[src/rtl/word_serializer_tx_pkg.sv]
// Shared types and helpers for the word serializer transmitter.
// Holds the FSM state encoding and the bit-counter width calculation.
package word_serializer_tx_pkg;

  typedef enum logic {
    IDLE  = 1'b0,
    SHIFT = 1'b1
  } state_t;

  // Width of a counter that indexes every bit of a word.
  function automatic int cnt_width(input int word_length);
    return (word_length > 1) ? $clog2(word_length) : 1;
  endfunction

endpackage

[src/rtl/word_serializer_tx_shift_reg_with_load.sv]
// Loadable shift register with zero fill on every shift.
// Presents the bit that is due next on serial_bit.
module word_serializer_tx_shift_reg_with_load #(
  parameter int WORD_LENGTH = 8,
  parameter bit MSB_FIRST   = 1'b1
) (
  input  logic                   clk,
  input  logic                   reset,
  input  logic                   load,
  input  logic                   shift_en,
  input  logic [WORD_LENGTH-1:0] data,
  output logic                   serial_bit
);

  logic [WORD_LENGTH-1:0] sreg;

  // NOTE: clocked state uses non-blocking (<=) so every register samples pre-edge values.
  always_ff @(posedge clk or posedge reset) begin
    if (reset) begin
      sreg <= '0;
    end else if (load) begin
      sreg <= data;
    end else if (shift_en) begin
      sreg <= MSB_FIRST ? {sreg[WORD_LENGTH-2:0], 1'b0} : {1'b0, sreg[WORD_LENGTH-1:1]};
    end
  end

  assign serial_bit = MSB_FIRST ? sreg[WORD_LENGTH-1] : sreg[0];

endmodule

[src/rtl/word_serializer_tx.sv]
// Parallel-in / serial-out transmitter with a valid/ready load port
// and a backpressured one-bit serial port.
module word_serializer_tx
  import word_serializer_tx_pkg::*;
#(
  parameter int WORD_LENGTH = 8,
  parameter bit MSB_FIRST   = 1'b1
) (
  input  logic                   clk,
  input  logic                   reset,
  input  logic                   load_valid,
  output logic                   load_ready,
  input  logic [WORD_LENGTH-1:0] Data_Input,
  output logic                   Serial_Output,
  output logic                   serial_valid,
  input  logic                   serial_ready,
  output logic                   frame_start,
  output logic                   done
);

  localparam int              CNT_W    = cnt_width(WORD_LENGTH);
  localparam logic [CNT_W-1:0] LAST_CNT = CNT_W'(WORD_LENGTH - 1);

  state_t           state, state_nxt;
  logic [CNT_W-1:0] count, count_nxt;
  logic             load_fire, beat_fire, last_beat;
  logic             done_q;

  // NOTE: every signal written here gets a default first, so no path can infer a latch.
  always_comb begin
    state_nxt    = state;
    count_nxt    = count;
    load_ready   = 1'b0;
    serial_valid = 1'b0;
    load_fire    = 1'b0;
    beat_fire    = 1'b0;
    last_beat    = 1'b0;
    case (state)
      IDLE: begin
        load_ready = 1'b1;
        if (load_valid) begin
          load_fire = 1'b1;
          count_nxt = '0;
          state_nxt = SHIFT;
        end
      end
      SHIFT: begin
        serial_valid = 1'b1;
        if (serial_ready) begin
          beat_fire = 1'b1;
          if (count == LAST_CNT) begin
            // Back to IDLE so the next word is taken one cycle later, never this cycle.
            last_beat = 1'b1;
            count_nxt = '0;
            state_nxt = IDLE;
          end else begin
            count_nxt = count + 1'b1;
          end
        end
      end
      default: state_nxt = IDLE;
    endcase
  end

  always_ff @(posedge clk or posedge reset) begin
    if (reset) begin
      state  <= IDLE;
      count  <= '0;
      done_q <= 1'b0;
    end else begin
      state  <= state_nxt;
      count  <= count_nxt;
      done_q <= last_beat;
    end
  end

  word_serializer_tx_shift_reg_with_load #(
    .WORD_LENGTH(WORD_LENGTH),
    .MSB_FIRST  (MSB_FIRST)
  ) u_shift_reg (
    .clk       (clk),
    .reset     (reset),
    .load      (load_fire),
    .shift_en  (beat_fire),
    .data      (Data_Input),
    .serial_bit(Serial_Output)
  );

  assign frame_start = (state == SHIFT) && (count == '0);
  assign done        = done_q;

endmodule

[config.mk]
export PLATFORM = sky130hd
export DESIGN_NAME = word_serializer_tx
export DESIGN_NICKNAME = d
export VERILOG_FILES = /design/src/rtl/word_serializer_tx_pkg.sv /design/src/rtl/word_serializer_tx_shift_reg_with_load.sv /design/src/rtl/word_serializer_tx.sv
export SDC_FILE = /design/constraint.sdc
export NUM_CORES = 1
export LEC_CHECK = 0
export BUFFER_PORTS_ARGS = -buffer_cell sky130_fd_sc_hd__buf_2
export CAP_MARGIN = 20
export CELL_PAD_IN_SITES_DETAIL_PLACEMENT = 1
export CELL_PAD_IN_SITES_GLOBAL_PLACEMENT = 1
export CORE_UTILIZATION = 37
export DETAILED_ROUTE_END_ITERATION = 7
export PLACE_DENSITY = 0.77
export SYNTH_ARGS = -nofsm -noshare
export SYNTH_HDL_FRONTEND = slang
export SYNTH_SLANG_ARGS = --single-unit
[constraint.sdc]
create_clock -name clk -period 1.5 [get_ports clk]
set_clock_uncertainty 0.15 [all_clocks]
set_input_delay 0 -clock clk [delete_from_list [all_inputs] [get_ports clk]]
set_output_delay 0 -clock clk [all_outputs]
set_load 0.03 [all_outputs]
# --- Yosys cells after proc, flatten, opt, wreduce, memory -nomap -nowiden ---
# Cells that the tools add are included.
op_classes:
  n_reduce_logical: 4
  n_mux: 18
  n_eq_ne: 3
  bitwise_logic: 1
  addsub: 1
op_table:
  columns: ["operator", "n"]
  rows:
  - ["two-way mux 8 bit", 2]
  - ["two-way mux 1 bit", 11]
  - ["two-way mux 3 bit", 3]
  - ["one-hot mux 3 bit (2 select lines)", 1]
  - ["!= test 2 bit (second input constant)", 2]
  - ["adder 3 x 1 -> 3 bit (second input constant)", 1]
  - ["equality test 3 bit (second input constant)", 1]
  - ["zero test 3 bit", 1]
  - ["one-hot mux 1 bit (2 select lines)", 1]
  - ["AND reduction 2 bit", 1]
  - ["nonzero test 2 bit", 1]
  - ["logical AND 1 bit", 1]
  - ["NOT 1 bit", 1]
word_totals:
  regBits: 13
  word_cells: 31
  input_bits: 12

# --- Depth between registers and ports, before layout ---
# Gate-level depths: netlist of the first run.
depth:
  word_depth: 4
  depth_mapped: 4

# --- Hierarchy ---
# Synthesis of the first run repeated with hierarchy kept, for this count alone.
unflattened:
  hier_cells: 61
  area_unflattened_um2: 673.1
modules_own_cells:
  columns: ["mod", "n_inst", "seq_area_each_um2", "area_per_inst_um2", "cells_per_inst"]
  rows:
  - ["word_serializer_tx_shift_reg_with_load", 1, 200.2, 372.9, 35]
  - ["word_serializer_tx", 1, 125.1, 300.3, 26]

# --- Worst setup path after synthesis of the first run ---
# No wires, ideal clock.
synth_timing:
  path_kind: "register -> register"
  startpoint: "reg state"
  endpoint: "reg u_shift_reg.sreg[0]"
  path_stages_with_launch: 5
  n_path_buf: 2
  setup_time_ps: 122
  setup_slack_ps: 0
  period_less_slack_ps: 1500
  t_arrival_ps: 1229
  required_ps: 1228
  path_cell_list: "dfrtp_1 > buf_6 > buf_4 > inv_1 > a32o_1"
synth_between:
  elab_chain_cells: 2
  word_cells_on_any_way: 4
  classes_between: "3 x mux; 1 x reduce/logical"
synth_rtl:
  columns: ["element", "line", "source"]
  rows:
  - ["start, declared", "word_serializer_tx.sv:24", "state_t state, state_nxt;"]
  - ["start signal, assigned", "word_serializer_tx.sv:71", "state <= state_nxt;"]
  - ["two-way mux 1 bit", "word_serializer_tx.sv:38", "case (state)"]
  - ["two-way mux 8 bit or nonzero test 2 bit (tied branches)", null, null]
  - ["end signal, assigned", "word_serializer_tx_shift_reg_with_load.sv:22", "sreg <= data;"]
  - ["end signal, assigned", "word_serializer_tx_shift_reg_with_load.sv:24", "sreg <= MSB_FIRST ? {sreg[WORD_LENGTH-2:0], 1'b0} : {1'b0, sreg[WORD_LENGTH-1:1]};"]
  - ["end, declared", "word_serializer_tx_shift_reg_with_load.sv:15", "logic [WORD_LENGTH-1:0] sreg;"]
# Several ways; a longest one is shown, not always the timed one.
# A chain may end at the register's enable or synchronous reset.

# --- Worst setup path after layout of the first run ---
layout_timing:
  startpoint: "reg state"
  endpoint: "reg u_shift_reg.sreg[1]"
# Same word-level chain as after synthesis.

==> results of run 1 <==
power groups by stage:
stage | clock, mW | combinational (mW) | sequential [mW]
floorplan | 0 | 0.335 | 0.589
global route | 0.238 | 0.555 | 0.581
global placement | 0 | 0.446 | 0.573
CTS | 0.217 | 0.486 | 0.573
finish | 0.212 | 0.494 | 0.566
detailed placement | 0 | 0.465 | 0.581
final timing paths:
path	startpoint	slack, ns	cells past startpoint	end
worst min-delay path	serial_ready	0.01	2	done
worst max register to register	state	0.08	3	u_shift_reg.sreg[1]
worst min register to register	u_shift_reg.sreg[0]	0.38	1	u_shift_reg.sreg[0]
worst max-delay path	state	0.08	3	u_shift_reg.sreg[1]
max in group asynchronous	reset	0.70	3	state
min in group asynchronous	reset	0.14	3	u_shift_reg.sreg[4]
per-stage QoR:
step                      hold slack (ns)  utilization
after floorplan                    -0.273            -
after global placement             -0.104        0.452
after detailed placement           -0.102        0.452
after CTS                          0.0126        0.524
after global routing              0.00899        0.528
final                              0.0112        0.528
what timing repair did:
action	CTS	global route
resized for setup	0	0
hold buffers	10	0
setup endpoints to repair	0	1
setup buffers	0	1
hold endpoints to repair	22	0
per-layer routing:
metal	track usage	up-vias
met5	0	-
met4	0.0545	0
met3	0.0357	2
met2	0.300	9
met1	0.212	257
li1	-	260
state kept, by name, indices dropped and copies added (netlist names):
signal / flops
count: 3
done: 1
state: 1
u_shift_reg.sreg: 8
logic make-up after synthesis:
| group | count (synthesis) | share of synthesized area |
|---|---|---|
| muxes | 15 | 0.221 |
| adders and majority gates | 4 | 0.0713 |
| DFF | 13 | 0.463 |
| and+or+nand+nor | 10 | 0.0838 |
| buffers and inverters | 9 | 0.0749 |
| AOI/OAI and AO/OA | 6 | 0.0856 |
synthesized netlist by cell type, drive strengths merged:
master / n / share of area
inv: 5 / 0.027
ha: 4 / 0.071
nor2: 3 / 0.016
and3: 1 / 0.0089
nand3b: 1 / 0.011
mux2i: 14 / 0.20
a32o: 2 / 0.029
mux2: 1 / 0.021
o22ai: 1 / 0.0089
nand2: 2 / 0.011
buf: 4 / 0.048
dfrtp: 13 / 0.46
o221a: 3 / 0.048
or3b: 3 / 0.037
final cells by class:
class	instances	area [um2]
Clock buffer	4	26.3
Fill cell	193	823
Inverter	5	18.8
Multi-Input combinational cell	35	324
Sequential cell	13	327
Tap cell	25	31.3
Timing Repair Buffer	28	195
critical path, cell delays in order (launching register included):
cell	delay, ns
dfrtp_2	0.43
buf_4	0.16
mux2_4	0.33
o221a_1	0.23
==> run_results.csv, run 1 <==
group,metric,value,unit
power,p_per_area,1380,nW/um2
route,dr_total_vias,528,
critical_path,cp-start-kind,"flop",
route,wl_met2,795,um
power,p_sw_frac,0.364,
floorplanning,rows,15,
synthesis,synth_warnings,0,
power,p_int,0.809,mW
route,avgViaCountPerCell,4.80,
clock_network,cts_root_buf,"clkbuf_4",
sta,slew_violations,0,
critical_path,cp_max_fo,5,
route,first_iter_violations,11,
sta,fmax,0.705,GHz
final_layout,layout_commonest_cell,"buf_2",
place,dp_slack,0.112,ns
sta,tightestPinTransition,0.493,ns
global_route,grt_max_degree,14,
place,gp_congestion,0.674,
floorplanning,fp.dieH,45.6,um
route,wl_per_cell,13.4,um
power,p_leak,0.498,nW
critical_path,end_kind,"flop",
clock_network,numCtsBuffers,3,
final_layout,stdcell_count,110,
floorplanning,core_region_area,1750,um2
floorplanning,initial_core_util,0.402,
synthesis,syn_inst,57,
route,wl_met1,633,um
place,io_buffers,16,
synthesis,synth_area,702,um2
route,drtAntennaViolNets,0,
sta,layout_setup_ws,0.0820,ns
clock_network,clock_sinks,13,
final_layout,drive_gt1_frac,0.271,
route,wl_met3,39,um
final_layout,area_delta_synth_final,31.4,%
final_layout,postLayoutCellArea,922,um2
run,cap_violations,0,
place,placed_cells,95,
power,p_comb_frac,0.388,
route,dr.pass1.iters,4,
global_route,antenna_found_initial,0,
route,drc,0,
sta,setup_viol,0,
hold_path,min_path_type,"in -> reg",
sta,setup_tns,0,ns
status,outcome,"finished, final reports clean",
route,top_layer,"met4",
place,place_area,788,um2
critical_path,critPathKind,"reg -> reg",
power,p_sw,0.463,mW
synthesis,synth_seq_area_share,0.463,
final_layout,n_antenna_cell,0,
critical_path,cp.required,1.50,ns
clock_network,insertion_delay,0.27,ns
sta,hold_violations,0,
global_route,grt_overflow_total,0,
place,hpwl,1.02,mm
floorplanning,io_pins,17,
global_route,grt_pass1_wl,2.54,mm
clock_network,clk_pin_slew,0.08,ns
synthesis,synth_seq_cells,13,
sta,slew_headroom,0.671,
power,pwr-share-seq,0.445,
floorplanning,die_area,2080,um2
clock_network,clk_path_buf_depth,2,
global_route,grt_pass1_vias,602,
floorplanning,die_x,45.6,um
route,routed_wl,1.48,mm
synthesis,ys_types,15,
synthesis,syn_nets,73,
power,vdd_drop_max,0.642,mV
sta,min_period_over_period,0.945,
clock_network,cts_tree,"done",
power,power.total,1.27,mW
sta,rsz0062_at_grt,"no",
power,clkPwrFrac,0.167,
clock_network,htreeDepth,1,
sta,layout_min_cycle_time,1.42,ns
synthesis,avgSynthCellArea,12.3,um2
critical_path,arrival,1.42,ns
final_layout,mostFrequentLayoutCells,"buf_2 (16), mux2i_1 (14), dfrtp_1 (12), dlygate4sd3_1 (10), inv_1 (5)",
global_route,grt_usage,0.173,
final_layout,layout.nets,102,
(Power assumes the default switching activity.)
==> inputs of run 2 (changes only) <==
--- a/config.mk
+++ b/config.mk
@@ -9,6 +9,7 @@
 export CAP_MARGIN = 20
 export CELL_PAD_IN_SITES_DETAIL_PLACEMENT = 1
 export CELL_PAD_IN_SITES_GLOBAL_PLACEMENT = 1
+export CORE_MARGIN = 2
 export CORE_UTILIZATION = 37
 export DETAILED_ROUTE_END_ITERATION = 7
 export PLACE_DENSITY = 0.77
==> run 2 against run 1 <==
Against the previous run: sequential power grew 0.7%; critical path depth is the same; core utilization shrank 0.21 points; design area increased by 0.68%; final cell count unchanged; clock-buffer cell count did not move; sequential share of layout area shrank 0.24 points; first-iteration DRC count down 82%; sequential cell count is the same; largest cell class unchanged; largest power group unchanged.
==> run_results.csv, run 2 (same netlist as run 1, synthesis figures left out) <==
group,metric,value,unit
status,outcome,"finished, final reports clean",
route,top_layer,"met3",
route,first_iter_violations,2,
critical_path,crit_slowest_cell,"dfrtp_1",
power,vdd_drop_max,0.708,mV
route,wl_met2,714,um
clock_network,insertion_delay,0.27,ns
power,p_leak,0.500,nW
route,wl_per_cell,13.2,um
critical_path,end_kind,"flop",
sta,rsz0062_at_grt,"no",
place,placed_cells,95,
global_route,grt_overflow_total,0,
final_layout,layout_commonest_cell,"buf_2",
floorplanning,rows,15,
floorplanning,io_pins,17,
floorplanning,die_x,47.6,um
final_layout,largest_register,"u_shift_reg.sreg",
route,drtAntennaViolNets,0,
final_layout,multi_input_area,324,um2
route,wl_met1,672,um
final_layout,area_delta_synth_final,32.3,%
route,wl_met3,70,um
run,cap_violations,0,
route,routed_wl,1.46,mm
critical_path,path_cells,"ha_1, ha_1, a32o_1",
final_layout,final_util,0.526,
final_layout,mostFrequentLayoutCells,"buf_2 (16), mux2i_1 (14), dfrtp_1 (12), dlygate4sd3_1 (11), inv_1 (5)",
sta,hold_violations,0,
place,gp_congestion,0.637,
clock_network,numCtsBuffers,3,
final_layout,fill_cells,209,
route,dr_total_vias,526,
critical_path,cp.required,1.52,ns
clock_network,cts_tree,"done",
sta,layout_min_cycle_time,1.39,ns
clock_network,clk_path_buf_depth,2,
critical_path,worst-path-buf-inv,0,
clock_network,cts_root_buf,"clkbuf_4",
hold_path,min_path_type,"in -> async",
sta,setup_tns,0,ns
route,avgViaCountPerCell,4.78,
critical_path,crit-reg2reg-launch,"count[0]",
critical_path,reg2regPathDepth,3,
sta,slew_violations,0,
route,drc,0,
place,place_area,788,um2
final_layout,drive_gt1_frac,0.259,
final_layout,regArea,327,um2
final_layout,postLayoutCellArea,928,um2
clock_network,clk_pin_slew,0.08,ns
place,io_buffers,16,
sta,min_period_over_period,0.925,
place,hpwl,1.02,mm
floorplanning,die_area,2260,um2
sta,setup_viol,0,
critical_path,arrival,1.40,ns
global_route,grt_max_degree,14,
global_route,grt_usage,0.160,
critical_path,cp-start-kind,"flop",
critical_path,cp_max_fo,2,
power,p_per_area,1360,nW/um2
clock_network,clock_sinks,13,
final_layout,stdcell_count,110,
sta,slew_headroom,0.680,
global_route,grt_pass1_vias,565,
global_route,grt_pass1_wl,2.48,mm
final_layout,largest_register_ffs,8,
power,power.total,1.27,mW
critical_path,worst_path_most_repeated_cell,"ha_1",
final_layout,reg_top3,"u_shift_reg.sreg x8, count x3",
floorplanning,initial_core_util,0.398,
final_layout,n_antenna_cell,0,
global_route,antenna_found_initial,0,
final_layout,layout.nets,102,
sta,tightestPinTransition,0.480,ns
critical_path,cpPeakStageDelay,0.39,ns
route,dr.pass1.iters,3,
clock_network,htreeDepth,1,
sta,fmax,0.721,GHz
critical_path,r2r-end,"count[2]",
critical_path,r2r_slack,0.11,ns
critical_path,critPathKind,"reg -> reg",
floorplanning,fp.dieH,47.6,um
floorplanning,core_region_area,1760,um2
critical_path,critPathTopFamily,"adder cells",
-- run 2: cell count changes in the layout (fill, tap and decap cells not counted), sizes merged --
cell         previous run  this run
dlygate4sd3            10        11
buf                    18        17
-- run 2: what timing repair did --
action / 4_1_cts / 5_1_grt
hold buffers: 11 / 0
endpoints found under the hold margin: 23 / 0
buffers inserted: 0 / 0
gates resized for setup: 0 / 1
setup endpoints to repair: 0 / 1
-- run 2: layout make-up --
| class | count | share of cell area |
|---|---|---|
| Multi-Input combinational cell | 35 | 0.349 |
| Timing Repair Buffer | 28 | 0.217 |
| Inverter | 5 | 0.0202 |
| Clock buffer | 4 | 0.0283 |
| Sequential cell | 13 | 0.352 |
| Tap cell | 25 | 0.0337 |
-- run 2: worst reg2reg max path: stages (launching register included) --
cell and delay (ns):
dfrtp_1 0.39, ha_1 0.22, ha_1 0.28, a32o_1 0.26
-- run 2: power by group --
| group | switching [mW] | leakage (nW) | internal, mW | total, mW |
|---|---|---|---|---|
| Sequential | 0.0942 | 0.153 | 0.476 | 0.570 |
| Combinational | 0.257 | 0.332 | 0.228 | 0.485 |
| Clock | 0.108 | 0.0150 | 0.103 | 0.211 |
| Total | 0.460 | 0.500 | 0.807 | 1.27 |
-- run 2: how the worst max path moves through the flow --
stage                         from             endpoint  slack (ns)  cells past startpoint
after global routing      count[0]          frame_start        0.01                      5
after floorplan              state  u_shift_reg.sreg[0]        0.09                      4
after detailed placement  count[0]             count[2]        0.11                      3
after global placement    count[0]             count[2]        0.14                      3
final                     count[0]             count[2]        0.11                      3
after CTS                    state          frame_start        0.06                      4
-- run 2: per-layer routing --
layer  vias to the layer above  GRT usage
met1                       255      0.200
met5                         -          0
met4                         0          0
met3                         0     0.0679
li1                        256          -
met2                        15      0.278
-- run 2: through the flow --
stage | hold WS [ns] | setup slack [ns]
3_3_place_gp | -0.105 | 0.143
6_report | 0.133 | 0.112
3_5_place_dp | -0.107 | 0.111
5_1_grt | 0.196 | 0.0130
4_1_cts | 0.137 | 0.0637
2_1_floorplan | -0.273 | 0.0863
==> inputs of run 3 (changes only) <==
--- a/config.mk
+++ b/config.mk
@@ -12,7 +12,8 @@
 export CORE_MARGIN = 2
 export CORE_UTILIZATION = 37
 export DETAILED_ROUTE_END_ITERATION = 7
-export PLACE_DENSITY = 0.77
+export PLACE_DENSITY = 0.79
 export SYNTH_ARGS = -nofsm -noshare
 export SYNTH_HDL_FRONTEND = slang
+export SYNTH_HIERARCHICAL = 1
 export SYNTH_SLANG_ARGS = --single-unit
==> run 3 against run 2 <==
Against the previous run: hold slack worse by 0.12 ns; maximum frequency fell by 3.6%; combinational power up 13%; clock-buffer cell count stayed put; worst setup slack lost 0.051 ns; clock power is 3% higher; sequential power shrank 3.7%; critical endpoint is now frame_start; largest cell class unchanged.
==> run_results.csv, run 3 <==
group,metric,value,unit
status,outcome,"finished, final reports clean",
power,vdd_drop_max,0.818,mV
critical_path,cp_max_fo,3,
sta,min_period_over_period,0.959,
critical_path,critPathKind,"reg -> out",
global_route,grt_pass1_wl,2.31,mm
final_layout,n_antenna_cell,0,
place,gp_congestion,0.665,
synthesis,synth-edff-count,0,
route,drc,0,
global_route,grt_max_degree,17,
synthesis,synth_area,673,um2
clock_network,clk_pin_slew,0.08,ns
synthesis,synth-main-ff-cell,"dfrtp_1",
critical_path,r2r_slack,0.11,ns
critical_path,crit_slowest_cell,"dfrtp_1",
run,cap_violations,0,
route,first_iter_violations,0,
final_layout,fill_cells,209,
power,p_leak,0.474,nW
clock_network,clock_sinks,13,
synthesis,ys_types,19,
route,wl_met2,754,um
hold_path,min_path_type,"in -> async",
critical_path,end_kind,"primary output",
route,avgViaCountPerCell,4.58,
critical_path,cp.required,1.35,ns
global_route,grt_overflow_total,0,
sta,tightestPinTransition,0.300,ns
synthesis,syn_nets,77,
synthesis,synth_most_common_cell,"dfrtp_1",
route,wl_per_cell,12.2,um
floorplanning,core_region_area,1730,um2
clock_network,numCtsBuffers,3,
clock_network,insertion_delay,0.28,ns
synthesis,avgSynthCellArea,11.0,um2
place,hpwl,985,um
clock_network,htreeDepth,1,
final_layout,regArea,325,um2
final_layout,area_delta_synth_final,37.7,%
route,drtAntennaViolNets,0,
floorplanning,rows,15,
critical_path,path_cells,"inv_1, ha_1, nor3b_4, buf_4",
final_layout,reg_top3,"u_shift_reg/sreg x8, count x3",
critical_path,cp-start-kind,"flop",
floorplanning,die_x,46.7,um
synthesis,synth_seq_cells,13,
sta,setup_tns,0,ns
critical_path,crit-reg2reg-launch,"count[0]",
synthesis,yosysTopAreaCell,"dfrtp_1",
sta,hold_violations,0,
sta,fmax,0.695,GHz
route,dr_total_vias,536,
route,wl_met3,40,um
clock_network,cts_tree,"done",
synthesis,ys_top_cells_by_area,"dfrtp_1 (48%), mux2i_1 (12%), ha_1 (7.4%)",
sta,slew_headroom,0.800,
power,power.total,1.32,mW
final_layout,largest_register,"u_shift_reg/sreg",
floorplanning,io_pins,17,
synthesis,synth.top_cells.by_count,"dfrtp_1 (13), mux2i_1 (8), nand2_1 (8)",
sta,slew_violations,0,
synthesis,synth_top_cell_area_share,0.483,
route,routed_wl,1.43,mm
route,dr.pass1.iters,1,
global_route,grt_pass1_vias,590,
synthesis,syn_inst,61,
synthesis,synth_seq_area_share,0.483,
critical_path,reg2regPathDepth,4,
route,top_layer,"met4",
final_layout,multi_input_area,318,um2
floorplanning,fp.dieH,46.7,um
synthesis,async_reset_ff_frac,1.00,
final_layout,largest_register_ffs,8,
floorplanning,die_area,2180,um2
route,wl_met1,615,um
sta,layout_min_cycle_time,1.44,ns
final_layout,layout_commonest_cell,"buf_2",
critical_path,cpPeakStageDelay,0.41,ns
global_route,grt_usage,0.157,
clock_network,clk_path_buf_depth,2,
global_route,antenna_found_initial,0,
floorplanning,initial_core_util,0.390,
clock_network,cts_root_buf,"clkbuf_4",
sta,rsz0062_at_grt,"no",
final_layout,drive_gt1_frac,0.304,
power,p_per_area,1420,nW/um2
critical_path,r2r-end,"count[2]",
final_layout,mostFrequentLayoutCells,"buf_2 (15), dfrtp_1 (13), dlygate4sd3_1 (11), mux2i_1 (8), nand2_1 (8)",
synthesis,synth_warnings,6,
sta,setup_viol,0,
final_layout,layout.nets,109,
critical_path,arrival,1.29,ns
place,io_buffers,16,
run 3: final cells by class:
| cell class | instances | share of cell area |
|---|---|---|
| flip-flops and latches | 13 | 0.351 |
| well taps | 25 | 0.0337 |
| clock buffers | 4 | 0.0283 |
| multi-input cells | 41 | 0.343 |
| inverters | 5 | 0.0202 |
| repair buffers | 29 | 0.224 |
run 3: cell families (layout without fill, tap and decap cells):
kind of cell               count (synthesis)  count (layout)  synth area share
and+or+nand+nor                           17              17             0.141
muxes                                      9               9             0.141
AOI/OAI and AO/OA                         11              11            0.0985
buffers and inverters                      7              38            0.0613
DFF                                       13              13             0.483
adders and majority gates                  4               4            0.0744
run 3: critical path, delay by kind of cell (launching register included):
family | cells | cell delay [ns]
fa+ha+maj | 1 | 0.15
buf+inv | 2 | 0.28
flops | 1 | 0.41
simple gates | 1 | 0.17
run 3: how the worst max path moves through the flow:
stage	startpoint	end	cells past startpoint	slack [ns]
global route	count[0]	frame_start	4	0.006
CTS	count[0]	frame_start	4	0.02
detailed placement	count[0]	count[2]	4	0.11
global placement	count[0]	count[2]	4	0.17
finish	count[0]	frame_start	4	0.06
floorplan	state	u_shift_reg/sreg[7]	4	0.04
run 3: per-stage QoR:
| stage | hold slack [ns] | setup slack (ns) | utilization | instance area (um2) | cells |
|---|---|---|---|---|---|
| floorplan | -0.371 | 0.0394 | - | 684 | 61 |
| global placement | -0.230 | 0.174 | 0.452 | 781 | 101 |
| detailed placement | -0.230 | 0.114 | 0.452 | 781 | 101 |
| CTS | 0.0233 | 0.0218 | 0.531 | 917 | 116 |
| global route | 0.0450 | 0.00563 | 0.537 | 927 | 117 |
| finish | 0.0153 | 0.0612 | 0.537 | 927 | 117 |
run 3: what timing repair did:
action / CTS / global route
hold buffers: 11 / 0
resized for setup: 0 / 2
endpoints found under the hold margin: 26 / 0
setup buffers: 0 / 1
endpoints found under the setup margin: 0 / 1
run 3: power by group:
group / switching, mW / internal, mW
Combinational: 0.289 / 0.261
Sequential: 0.0802 / 0.468
Clock: 0.115 / 0.103
run 3: per-layer routing:
| layer | GRT usage | up-vias |
|---|---|---|
| met5 | 0 | - |
| met4 | 0.0833 | 0 |
| met3 | 0.0235 | 2 |
| met2 | 0.297 | 12 |
| met1 | 0.163 | 254 |
| li1 | - | 268 |
